`src/rtl/axi_lite_slave_regs_if.sv`:
```
// AXI4-Lite bus bundle shared by register-file responders and their requesters.
`timescale 1ns/1ps
interface axi_lite_slave_regs_if #(
  parameter int unsigned ADDR_WIDTH = 32,
  parameter int unsigned DATA_WIDTH = 32
);
  logic [ADDR_WIDTH-1:0] AWADDR;
  logic                  AWVALID;
  logic                  AWREADY;
  logic [DATA_WIDTH-1:0] WDATA;
  logic                  WVALID;
  logic                  WREADY;
  logic [1:0]            BRESP;
  logic                  BVALID;
  logic                  BREADY;
  logic [ADDR_WIDTH-1:0] ARADDR;
  logic                  ARVALID;
  logic                  ARREADY;
  logic [DATA_WIDTH-1:0] RDATA;
  logic [1:0]            RRESP;
  logic                  RVALID;
  logic                  RREADY;

  modport master (
    output AWADDR, AWVALID, WDATA, WVALID, BREADY, ARADDR, ARVALID, RREADY,
    input  AWREADY, WREADY, BRESP, BVALID, ARREADY, RDATA, RRESP, RVALID
  );

  modport slave (
    input  AWADDR, AWVALID, WDATA, WVALID, BREADY, ARADDR, ARVALID, RREADY,
    output AWREADY, WREADY, BRESP, BVALID, ARREADY, RDATA, RRESP, RVALID
  );
endinterface

```
`src/rtl/axi_lite_slave_regs.sv`:
```
// AXI4-Lite register file: register 0 is a read-only ID, the rest are full-word R/W.
// Write address and data may arrive in either order; one write and one read in flight.
`timescale 1ns/1ps
module axi_lite_slave_regs #(
  parameter int unsigned           ADDR_WIDTH = 32,
  parameter int unsigned           DATA_WIDTH = 32,
  parameter int unsigned           NUM_REGS   = 8,
  parameter logic [DATA_WIDTH-1:0] ID_VALUE   = 32'hA11E_0001
) (
  input  logic                           ACLK,
  input  logic                           ARESETn,
  axi_lite_slave_regs_if.slave           s_axi,
  output logic [NUM_REGS*DATA_WIDTH-1:0] regs_o
);
  localparam int unsigned IDX_W       = $clog2(NUM_REGS);
  localparam logic [1:0]  RESP_OKAY   = 2'b00;
  localparam logic [1:0]  RESP_SLVERR = 2'b10;

  typedef logic [IDX_W-1:0] idx_t;

  logic                  aw_held_q, aw_held_d;
  logic                  aw_ok_q, aw_ok_d;
  idx_t                  aw_idx_q, aw_idx_d;
  logic                  w_held_q, w_held_d;
  logic [DATA_WIDTH-1:0] wdata_q, wdata_d;
  logic                  bvalid_q, bvalid_d;
  logic [1:0]            bresp_q, bresp_d;
  logic                  rvalid_q, rvalid_d;
  logic [DATA_WIDTH-1:0] rdata_q, rdata_d;
  logic [1:0]            rresp_q, rresp_d;
  logic [DATA_WIDTH-1:0] regs_q [NUM_REGS];
  logic [DATA_WIDTH-1:0] regs_d [NUM_REGS];

  logic                  aw_hs_c, w_hs_c, ar_hs_c, commit_c;
  logic                  aw_in_range_c, aw_ok_c, ar_in_range_c;
  idx_t                  aw_idx_c, ar_idx_c, wr_idx_c;
  logic                  wr_ok_c;
  logic [DATA_WIDTH-1:0] wr_data_c;
  logic [3:0]            unused_addr_lsbs;

  // Byte-lane bits carry no meaning for full-word registers.
  assign unused_addr_lsbs = {s_axi.AWADDR[1:0], s_axi.ARADDR[1:0]};

  assign aw_in_range_c = (s_axi.AWADDR[ADDR_WIDTH-1:IDX_W+2] == '0);
  assign aw_idx_c      = s_axi.AWADDR[IDX_W+1:2];
  assign aw_ok_c       = aw_in_range_c && (aw_idx_c != '0);
  assign ar_in_range_c = (s_axi.ARADDR[ADDR_WIDTH-1:IDX_W+2] == '0);
  assign ar_idx_c      = s_axi.ARADDR[IDX_W+1:2];

  assign s_axi.AWREADY = !aw_held_q && !bvalid_q;
  assign s_axi.WREADY  = !w_held_q && !bvalid_q;
  assign s_axi.ARREADY = !rvalid_q;
  assign s_axi.BVALID  = bvalid_q;
  assign s_axi.BRESP   = bresp_q;
  assign s_axi.RVALID  = rvalid_q;
  assign s_axi.RDATA   = rdata_q;
  assign s_axi.RRESP   = rresp_q;

  assign aw_hs_c   = s_axi.AWVALID && s_axi.AWREADY;
  assign w_hs_c    = s_axi.WVALID && s_axi.WREADY;
  assign ar_hs_c   = s_axi.ARVALID && s_axi.ARREADY;
  // A write commits as soon as both halves are either held or arriving now.
  assign commit_c  = (aw_held_q || aw_hs_c) && (w_held_q || w_hs_c);
  assign wr_ok_c   = aw_hs_c ? aw_ok_c  : aw_ok_q;
  assign wr_idx_c  = aw_hs_c ? aw_idx_c : aw_idx_q;
  assign wr_data_c = w_hs_c  ? s_axi.WDATA : wdata_q;

  always_comb begin
    aw_held_d = aw_held_q;
    aw_ok_d   = aw_ok_q;
    aw_idx_d  = aw_idx_q;
    w_held_d  = w_held_q;
    wdata_d   = wdata_q;
    bvalid_d  = bvalid_q;
    bresp_d   = bresp_q;
    rvalid_d  = rvalid_q;
    rdata_d   = rdata_q;
    rresp_d   = rresp_q;
    regs_d    = regs_q;
    regs_d[0] = ID_VALUE;

    if (bvalid_q && s_axi.BREADY) bvalid_d = 1'b0;
    if (aw_hs_c) begin
      aw_held_d = 1'b1;
      aw_ok_d   = aw_ok_c;
      aw_idx_d  = aw_idx_c;
    end
    if (w_hs_c) begin
      w_held_d = 1'b1;
      wdata_d  = s_axi.WDATA;
    end
    if (commit_c) begin
      aw_held_d = 1'b0;
      w_held_d  = 1'b0;
      bvalid_d  = 1'b1;
      if (wr_ok_c) begin
        regs_d[wr_idx_c] = wr_data_c;
        bresp_d          = RESP_OKAY;
      end else begin
        bresp_d = RESP_SLVERR;
      end
    end

    // Reads sample the pre-edge register contents, independent of any commit.
    if (rvalid_q && s_axi.RREADY) rvalid_d = 1'b0;
    if (ar_hs_c) begin
      rvalid_d = 1'b1;
      if (ar_in_range_c) begin
        rdata_d = regs_q[ar_idx_c];
        rresp_d = RESP_OKAY;
      end else begin
        rdata_d = '0;
        rresp_d = RESP_SLVERR;
      end
    end
  end

  always_ff @(posedge ACLK or negedge ARESETn) begin
    if (!ARESETn) begin
      aw_held_q <= 1'b0;
      aw_ok_q   <= 1'b0;
      aw_idx_q  <= '0;
      w_held_q  <= 1'b0;
      wdata_q   <= '0;
      bvalid_q  <= 1'b0;
      bresp_q   <= RESP_OKAY;
      rvalid_q  <= 1'b0;
      rdata_q   <= '0;
      rresp_q   <= RESP_OKAY;
      for (int i = 0; i < int'(NUM_REGS); i++) begin
        regs_q[i] <= (i == 0) ? ID_VALUE : '0;
      end
    end else begin
      aw_held_q <= aw_held_d;
      aw_ok_q   <= aw_ok_d;
      aw_idx_q  <= aw_idx_d;
      w_held_q  <= w_held_d;
      wdata_q   <= wdata_d;
      bvalid_q  <= bvalid_d;
      bresp_q   <= bresp_d;
      rvalid_q  <= rvalid_d;
      rdata_q   <= rdata_d;
      rresp_q   <= rresp_d;
      regs_q    <= regs_d;
    end
  end

  for (genvar g = 0; g < int'(NUM_REGS); g++) begin : g_regs_o
    assign regs_o[g*DATA_WIDTH +: DATA_WIDTH] = regs_q[g];
  end
endmodule
```
`src/flat_wrapper.sv`:
```
// flat-port wrapper written by rule: the top's interface ports become plain ports
module axi_lite_slave_regs_flat 
#(
  parameter int unsigned           ADDR_WIDTH = 32,
  parameter int unsigned           DATA_WIDTH = 32,
  parameter int unsigned           NUM_REGS   = 8,
  parameter logic [DATA_WIDTH-1:0] ID_VALUE   = 32'hA11E_0001
)
  (ACLK, ARESETn, regs_o, s_axi_AWADDR, s_axi_AWVALID, s_axi_WDATA, s_axi_WVALID, s_axi_BREADY, s_axi_ARADDR, s_axi_ARVALID, s_axi_RREADY, s_axi_AWREADY, s_axi_WREADY, s_axi_BRESP, s_axi_BVALID, s_axi_ARREADY, s_axi_RDATA, s_axi_RRESP, s_axi_RVALID);
  axi_lite_slave_regs_if #(.ADDR_WIDTH(ADDR_WIDTH), .DATA_WIDTH(DATA_WIDTH)) s_axi_i ();
  input  logic ACLK;
  input  logic ARESETn;
  output logic [NUM_REGS*DATA_WIDTH-1:0] regs_o;
  input wire logic [$bits(s_axi_i.AWADDR)-1:0] s_axi_AWADDR;
  input wire logic [$bits(s_axi_i.AWVALID)-1:0] s_axi_AWVALID;
  input wire logic [$bits(s_axi_i.WDATA)-1:0] s_axi_WDATA;
  input wire logic [$bits(s_axi_i.WVALID)-1:0] s_axi_WVALID;
  input wire logic [$bits(s_axi_i.BREADY)-1:0] s_axi_BREADY;
  input wire logic [$bits(s_axi_i.ARADDR)-1:0] s_axi_ARADDR;
  input wire logic [$bits(s_axi_i.ARVALID)-1:0] s_axi_ARVALID;
  input wire logic [$bits(s_axi_i.RREADY)-1:0] s_axi_RREADY;
  output wire logic [$bits(s_axi_i.AWREADY)-1:0] s_axi_AWREADY;
  output wire logic [$bits(s_axi_i.WREADY)-1:0] s_axi_WREADY;
  output wire logic [$bits(s_axi_i.BRESP)-1:0] s_axi_BRESP;
  output wire logic [$bits(s_axi_i.BVALID)-1:0] s_axi_BVALID;
  output wire logic [$bits(s_axi_i.ARREADY)-1:0] s_axi_ARREADY;
  output wire logic [$bits(s_axi_i.RDATA)-1:0] s_axi_RDATA;
  output wire logic [$bits(s_axi_i.RRESP)-1:0] s_axi_RRESP;
  output wire logic [$bits(s_axi_i.RVALID)-1:0] s_axi_RVALID;
  assign s_axi_i.AWADDR = s_axi_AWADDR;
  assign s_axi_i.AWVALID = s_axi_AWVALID;
  assign s_axi_i.WDATA = s_axi_WDATA;
  assign s_axi_i.WVALID = s_axi_WVALID;
  assign s_axi_i.BREADY = s_axi_BREADY;
  assign s_axi_i.ARADDR = s_axi_ARADDR;
  assign s_axi_i.ARVALID = s_axi_ARVALID;
  assign s_axi_i.RREADY = s_axi_RREADY;
  assign s_axi_AWREADY = s_axi_i.AWREADY;
  assign s_axi_WREADY = s_axi_i.WREADY;
  assign s_axi_BRESP = s_axi_i.BRESP;
  assign s_axi_BVALID = s_axi_i.BVALID;
  assign s_axi_ARREADY = s_axi_i.ARREADY;
  assign s_axi_RDATA = s_axi_i.RDATA;
  assign s_axi_RRESP = s_axi_i.RRESP;
  assign s_axi_RVALID = s_axi_i.RVALID;
  axi_lite_slave_regs #(.ADDR_WIDTH(ADDR_WIDTH), .DATA_WIDTH(DATA_WIDTH), .NUM_REGS(NUM_REGS), .ID_VALUE(ID_VALUE)) u_core (.ACLK(ACLK), .ARESETn(ARESETn), .s_axi(s_axi_i), .regs_o(regs_o));
endmodule
```
`config.mk`:
```
export PLATFORM = sky130hd
export DESIGN_NAME = axi_lite_slave_regs_flat
export DESIGN_NICKNAME = d
export VERILOG_FILES = /design/src/rtl/axi_lite_slave_regs_if.sv /design/src/rtl/axi_lite_slave_regs.sv /design/src/flat_wrapper.sv
export SDC_FILE = /design/constraint.sdc
export NUM_CORES = 1
export LEC_CHECK = 0
export BUFFER_PORTS_ARGS = -buffer_cell sky130_fd_sc_hd__buf_2
export CAP_MARGIN = 40
export CORE_ASPECT_RATIO = 0.8
export CORE_MARGIN = 3
export CORE_UTILIZATION = 25
export DETAILED_ROUTE_END_ITERATION = 12
export GPL_ROUTABILITY_DRIVEN = 0
export HOLD_SLACK_MARGIN = 0.08
export PLACE_DENSITY = 0.52
export SLEW_MARGIN = 0
export SYNTH_ARGS = -nofsm -noshare
export SYNTH_HDL_FRONTEND = slang
export SYNTH_SLANG_ARGS = --single-unit
```
`constraint.sdc`:
```
create_clock -name ACLK -period 3 [get_ports ACLK]
set_clock_uncertainty 0.2 [all_clocks]
set_input_delay 0.15 -clock ACLK [delete_from_list [all_inputs] [get_ports ACLK]]
set_output_delay 0.15 -clock ACLK [all_outputs]
set_load 0.03 [all_outputs]
```
==> results of run 1 <==
## how the worst max path moves through the flow
stage,startpoint,to,slack [ps],depth (start not counted)
2_1_floorplan,u_core.s_axi.BVALID$_DFFE_PN0P_,register,150,7
3_3_place_gp,u_core.s_axi.BVALID$_DFFE_PN0P_,register,290,6
3_5_place_dp,u_core.s_axi.BVALID$_DFFE_PN0P_,register,240,8
4_1_cts,s_axi_AWADDR[3],u_core.aw_ok_q$_DFF_PN0_,140,9
5_1_grt,s_axi_AWADDR[29],u_core.aw_ok_q$_DFF_PN0_,70,8
6_report,s_axi_AWADDR[3],u_core.aw_ok_q$_DFF_PN0_,190,9
## kinds of logic after synthesis
logic type	share of synthesized area [%]
mux	33.0
flops	58.4
simple gates	4.29
buf+inv	2.16
compound gates	2.13
other cells	0.0265
## critical path, stage by stage
cell,delay [ps]
dlygate4sd3_1,530
buf_2,150
nor3_1,70
nor4_2,240
dlygate4sd3_1,610
nand3_1,60
dlygate4sd3_1,590
o21ai_0,140
dlygate4sd3_1,560
## placed cells by master (no fill, tap or decap), types with 2 or more instances in the layout
master,synthesis,routed
mux2i_1,33,33
nand2_1,41,40
o22ai_1,2,2
buf_12,0,18
clkinv_2,0,4
buf_2,16,390
clkbuf_8,0,6
nor2_1,6,6
conb_1,1,2
inv_6,0,4
a21oi_4,2,6
mux2_1,5,5
nand4_1,3,3
or4_1,4,3
dfrtp_1,322,322
mux4_2,64,64
clkbuf_16,0,39
nor2b_1,27,27
nor3_1,4,4
clkbuf_1,19,11
nand3_1,2,2
o21ai_0,34,34
buf_4,2,22
dfstp_2,8,8
bufinv_16,0,4
dlygate4sd3_1,0,52
mux2_2,251,251
or2_2,9,9
nor4_1,10,9
inv_1,4,4
## cell usage after synthesis (2+ instances only)
cell type    n  share of area (%)
mux2_1       5               0.40
nand3_1      2              0.071
nor3_1       4               0.14
nor4_1      10               0.44
or4_1        4               0.21
o21ai_0     34                1.2
mux4_2      64                 10
a211o_1      2               0.12
buf_4        2               0.11
nor2_1       6               0.16
dfstp_2      8                1.5
nand4_1      3               0.13
and2_1       2              0.088
nor2b_1     27                1.2
or2_2        9               0.40
mux2_2     251                 20
buf_2       16               0.57
mux2i_1     33                2.3
buf_6        7               0.56
buf_1       12               0.32
a21oi_1      5               0.18
a21oi_4      2               0.23
o22ai_1      2              0.088
dfrtp_1    322                 57
clkbuf_1    19               0.50
inv_1        4               0.11
nand2_1     41                1.1
## power by group
group / internal, mW / total (mW) / switching, mW
clock network: 2.91 / 4.82 / 1.92
registers: 4.71 / 4.79 / 0.0778
logic: 0.647 / 1.77 / 1.12
## cell type report
cell class                      count  area [um2]  area share, %
Clock buffer                       56        1100           5.73
Tap cell                          750         938           4.89
Antenna cell                        1        2.50         0.0130
Multi-Input combinational cell    520        5650           29.4
Inverter                            4        15.0         0.0782
Sequential cell                   330        8270           43.0
Clock inverter                     14         191          0.997
Timing Repair Buffer              484        3040           15.8
## metal layers
metal | vias to the layer above | track usage, % | routed length, um
li1 | 4284 | - | -
met1 | 5120 | 22.4 | 21900
met2 | 322 | 25.5 | 22600
met3 | 57 | 4.15 | 3280
met4 | 0 | 3.70 | 847
met5 | - | 0 | 0
## timing repair
action	in CTS	in global routing
gates resized for setup	0	1
setup endpoints to repair	0	1
hold buffers	53	0
hold endpoints to repair	629	0
==> key figures, run 1 <==
Power
  • Peak supply drop: between 0.7 and 0.8 mV
  • Leakage: approximately 10 nW
  • Power Density: 593 nW/um2
  • Overall Power: ~11 mW

Floorplanning
  • Initial core utilization: ~25%
  • Num ports: 400
  • Row count: 77
  • Full die area: 59500 um2
  • CORE AREA: approximately 56000 um2
  • Die extent in x: roughly 270 um
  • Die Height: between 200 and 250 um

Clock network
  • Clk pin slew, worst setup/hold paths: approximately 60 ps
  • CTS H-tree depth: 2
  • Root buf cell: clkbuf_16
  • Clk Latency, worst-skew pair: ~550 ps
  • Clk sink count: 330
  • Post-CTS setup buffer count: 0
  • CTS tree: built
  • TritonCTS Buffers: 39
  • Clock Path Buffers: 3

Yosys
  • Synth Warn #: 0
  • Top FF cell, synth: dfrtp_1
  • Sequential area share after synthesis: between 50% and 60%
  • Mapped Cells: about 910
  • Post-synth cell types: 40
  • Post-Syn Area: between 10000 and 15000 um2
  • Synth async-reset ratio: between 90% and 100%
  • Register bit total from synthesis: 330
  • Syn avg cell area: about 16 um2
  • Number of flops mapped to enable cells by yosys: 0

Place
  • Post-DP Area: about 17000 um2
  • DP Wirelength: 32800 um
  • Placed cell count: roughly 2000
  • Pre-CTS WS: between 200 and 250 ps
  • I/O Buffers: 393

Routing
  • Via density: 4.53
  • DRC: 0
  • Routed via count: just under 10000
  • WL final: slightly below 50000 um
  • Final ANT Viol Nets: 0
  • DR WL/cell: roughly 23 um
  • DR pass1 iterations: 4
  • First DRT Iteration DRCs: 499

Global route
  • Largest net degree at the start of global routing: about 70
  • Number of global-route vias before repair: 10300
  • Initial antenna violation count: 2
  • Grt total ovfl: 0
  • First-pass GRT wire length: 71400 um
  • Gr usage total: between 10% and 20%

STA
  • RSZ-0062 raised after global routing: no
  • Hold_ws: approximately 110 ps
  • Slew margin rel.: 56.4%
  • Sum Neg Setup Slack: 0 ps
  • Worst slew pin tran: around 650 ps
  • Part of the cycle the worst path needs: 93.7%
  • Slew Limit Fails: 0
  • # setup viols final: 0
  • Final min period: around 2800 ps
  • Fin. Hold Viols: 0
  • Setup WS post-layout: ~190 ps
  • F_max: between 300 and 400 MHz

Worst setup path
  • Critical path launch point type: input port
  • Worst-path fanout max: 4
  • Critical path arrival: 3090 ps
  • Worst Path Required: about 3300 ps
  • R2R Path Start: u_core.s_axi.BVALID$_DFFE_PN0P_
  • WS Path Type: input port to register
  • Worst reg-to-reg path cell count: 7
  • R2R Setup Slk: 250 ps
  • Critical path capture point type: register

Min path
  • Launch point of the worst hold path: s_axi_ARADDR[3]
  • WHS Endpoint: u_core.s_axi.RDATA[23]$_DFFE_PN0P_
  • Worst hold stages: 4
  • HP Class: input port to register

Layout
  • FILL cells: between 5000 and 6000
  • Post-Layout Cell Count: around 2200
  • Finished Core Util: roughly 35%
  • Fin area: 19200 um2
  • Final #Nets: around 1500
  • Area Growth Syn to Fin: 35.7%
  • Share of layout cells above drive strength 1: a little under 60%

Job
  • Max cap viols: 0

Run status
  • Status: finished clean
Power figures use the tool's default switching activity.
==> inputs of run 2 (changes only) <==
CORE_UTILIZATION = 41   (was 25)
PLACE_DENSITY = 0.73   (was 0.52)
==> key figures, run 2 (same netlist as run 1, synthesis figures left out) <==
Floorplanning
  • Full die area: between 30000 and 40000 um2
  • Num ports: 400
  • Row count: 60
  • CORE AREA: about 34000 um2
  • Die extent in x: roughly 210 um
  • Die Height: around 170 um
  • Initial core utilization: a little over two fifths

Worst setup path
  • Worst-path fanout max: 3
  • Worst reg-to-reg path cell count: 6
  • Worst Path Required: about 3300 ps
  • Crit path top cell by count: dlygate4sd3_1
  • Critical path launch point type: input port
  • R2R Path Start: u_core.s_axi.BVALID$_DFFE_PN0P_
  • Crit-path max cell delay: 600 ps
  • WP buf/inv: 5
  • Critical path arrival: around 3100 ps
  • Critical path capture point type: register
  • CP max-delay cell: dlygate4sd3_1
  • Cell family with most CP delay: buffers and inverters
  • WS Path Type: input port to register
  • Worst-path cell chain: dlygate4sd3_1, buf_2, nor3_1, nor4_2, dlygate4sd3_1, nand3_1, dlygate4sd3_1, o21ai_0, dlygate4sd3_1
  • R2R Setup Slk: 250 ps

Clock network
  • TritonCTS Buffers: 35
  • Clk Latency, worst-skew pair: 520 ps
  • Clock Path Buffers: 3
  • Post-CTS setup buffer count: 0
  • Clk sink count: between 300 and 400
  • CTS H-tree depth: 2
  • CTS tree: built
  • Clk pin slew, worst setup/hold paths: 60 ps
  • Root buf cell: clkbuf_16

STA
  • Fin. Hold Viols: 0
  • # setup viols final: 0
  • Worst slew pin tran: 556 ps
  • F_max: about 350 MHz
  • RSZ-0062 raised after global routing: no
  • Sum Neg Setup Slack: 0 ps
  • Part of the cycle the worst path needs: between 90% and 100%
  • Slew Limit Fails: 0
  • Final min period: 2850 ps
  • Slew margin rel.: between 60% and 70%

Min path
  • HP Class: input port to register
  • Worst hold stages: 5
  • WHS Endpoint: u_core.s_axi.RDATA[5]$_DFFE_PN0P_
  • Launch point of the worst hold path: s_axi_ARADDR[22]

Power
  • Power Density: 577 nW/um2
  • Leakage: 9.72 nW
  • Peak supply drop: 0.697 mV

Place
  • I/O Buffers: 393
  • Post-DP Area: roughly 17000 um2
  • DP Wirelength: 29300 um

Global route
  • Initial antenna violation count: 1
  • Grt total ovfl: 0
  • First-pass GRT wire length: around 65000 um
  • Largest net degree at the start of global routing: 62
  • Gr usage total: a little under a quarter
  • Number of global-route vias before repair: around 10000

Layout
  • Seq. cell area: between 8000 and 9000 um2
  • Most frequent cells in the layout: 390 x buf_2, 322 x dfrtp_1, 251 x mux2_2, 64 x mux4_2, 60 x dlygate4sd3_1
  • Share of layout cells above drive strength 1: 58.9%
  • Area Growth Syn to Fin: 32.5%
  • Area occupied by multi-input gates: ~5600 um2
  • Commonest non-fill, non-tap cell in the layout: buf_2
  • Fin area: around 19000 um2
  • Final #Nets: 1489
  • FILL cells: 2736

Routing
  • DR WL/cell: approximately 23 um
  • DRC: 0
  • DR pass1 iterations: 5
  • First DRT Iteration DRCs: around 550
  • WL final: ~44000 um
  • Via density: ~5.4
  • Routed via count: just over 10000
  • Final ANT Viol Nets: 0

Run status
  • Status: finished clean

Job
  • Max cap viols: 0
run 2: cell types whose count changed in the layout (fill, tap and decap cells not counted), sizes merged:
cell | before | now
buf | 432 | 435
bufinv | 4 | 2
clkbuf | 56 | 52
clkinv | 5 | 4
clkinvlp | 1 | 2
dlygate4sd3 | 52 | 60
inv | 8 | 7
run 2: through the flow:
stage          instances  hold WS, ps  power (mW)  utilization, %  worst slack, ps
3_5_place_dp        1753        -3.04        6.51            50.2              286
3_3_place_gp        1753        -4.21        6.46            50.2              318
4_1_cts             1877          131        10.9            55.4             76.4
5_1_grt             1878          192        11.3            55.4             55.4
6_report            1878          165        10.8            55.4              151
2_1_floorplan        910         -346        5.85               -              147
run 2: how the worst max path moves through the flow:
stage	from	endpoint	slack (ps)	cells after the start
after floorplan	u_core.s_axi.BVALID$_DFFE_PN0P_	register	150	7
after global placement	u_core.s_axi.BVALID$_DFFE_PN0P_	register	320	6
after detailed placement	u_core.s_axi.BVALID$_DFFE_PN0P_	register	290	6
after CTS	s_axi_AWADDR[4]	u_core.aw_ok_q$_DFF_PN0_	80	9
after global routing	s_axi_AWADDR[4]	u_core.aw_ok_q$_DFF_PN0_	60	9
final	s_axi_AWADDR[4]	u_core.aw_ok_q$_DFF_PN0_	150	9
run 2: layout make-up:
class	count	area share, %
clock inverter	11	0.667
clock buffer	52	5.28
tap	465	3.10
multi-input combinational	520	30.1
timing repair buffer	495	16.7
antenna	1	0.0133
inverter	4	0.0800
sequential	330	44.1
run 2: worst min-delay path, cell delays in order:
cell     delay [ps]
buf_2            70
or4_1            90
or4_2           120
buf_4           280
o21ai_0         130
run 2: where the power goes:
part,total (mW),internal [mW],leakage [nW],switching [mW]
combinational,1.78,0.664,4.68,1.12
sequential,4.80,4.71,4.49,0.0822
clock,4.25,2.48,0.539,1.77
run 2: per-layer routing:
| layer | part of all wire [%] | track usage [%] | vias to the layer above |
|---|---|---|---|
| met4 | 2.3 | 5.80 | 0 |
| met5 | 0 | 0 | - |
| met3 | 6.2 | 4.97 | 72 |
| li1 | - | - | 4295 |
| met2 | 49 | 38.2 | 374 |
| met1 | 43 | 32.3 | 5351 |
run 2: timing repair:
item	in CTS	in global routing
hold buffers	61	0
gates resized for setup	0	1
endpoints found under the hold margin	651	0
endpoints found under the setup margin	0	1
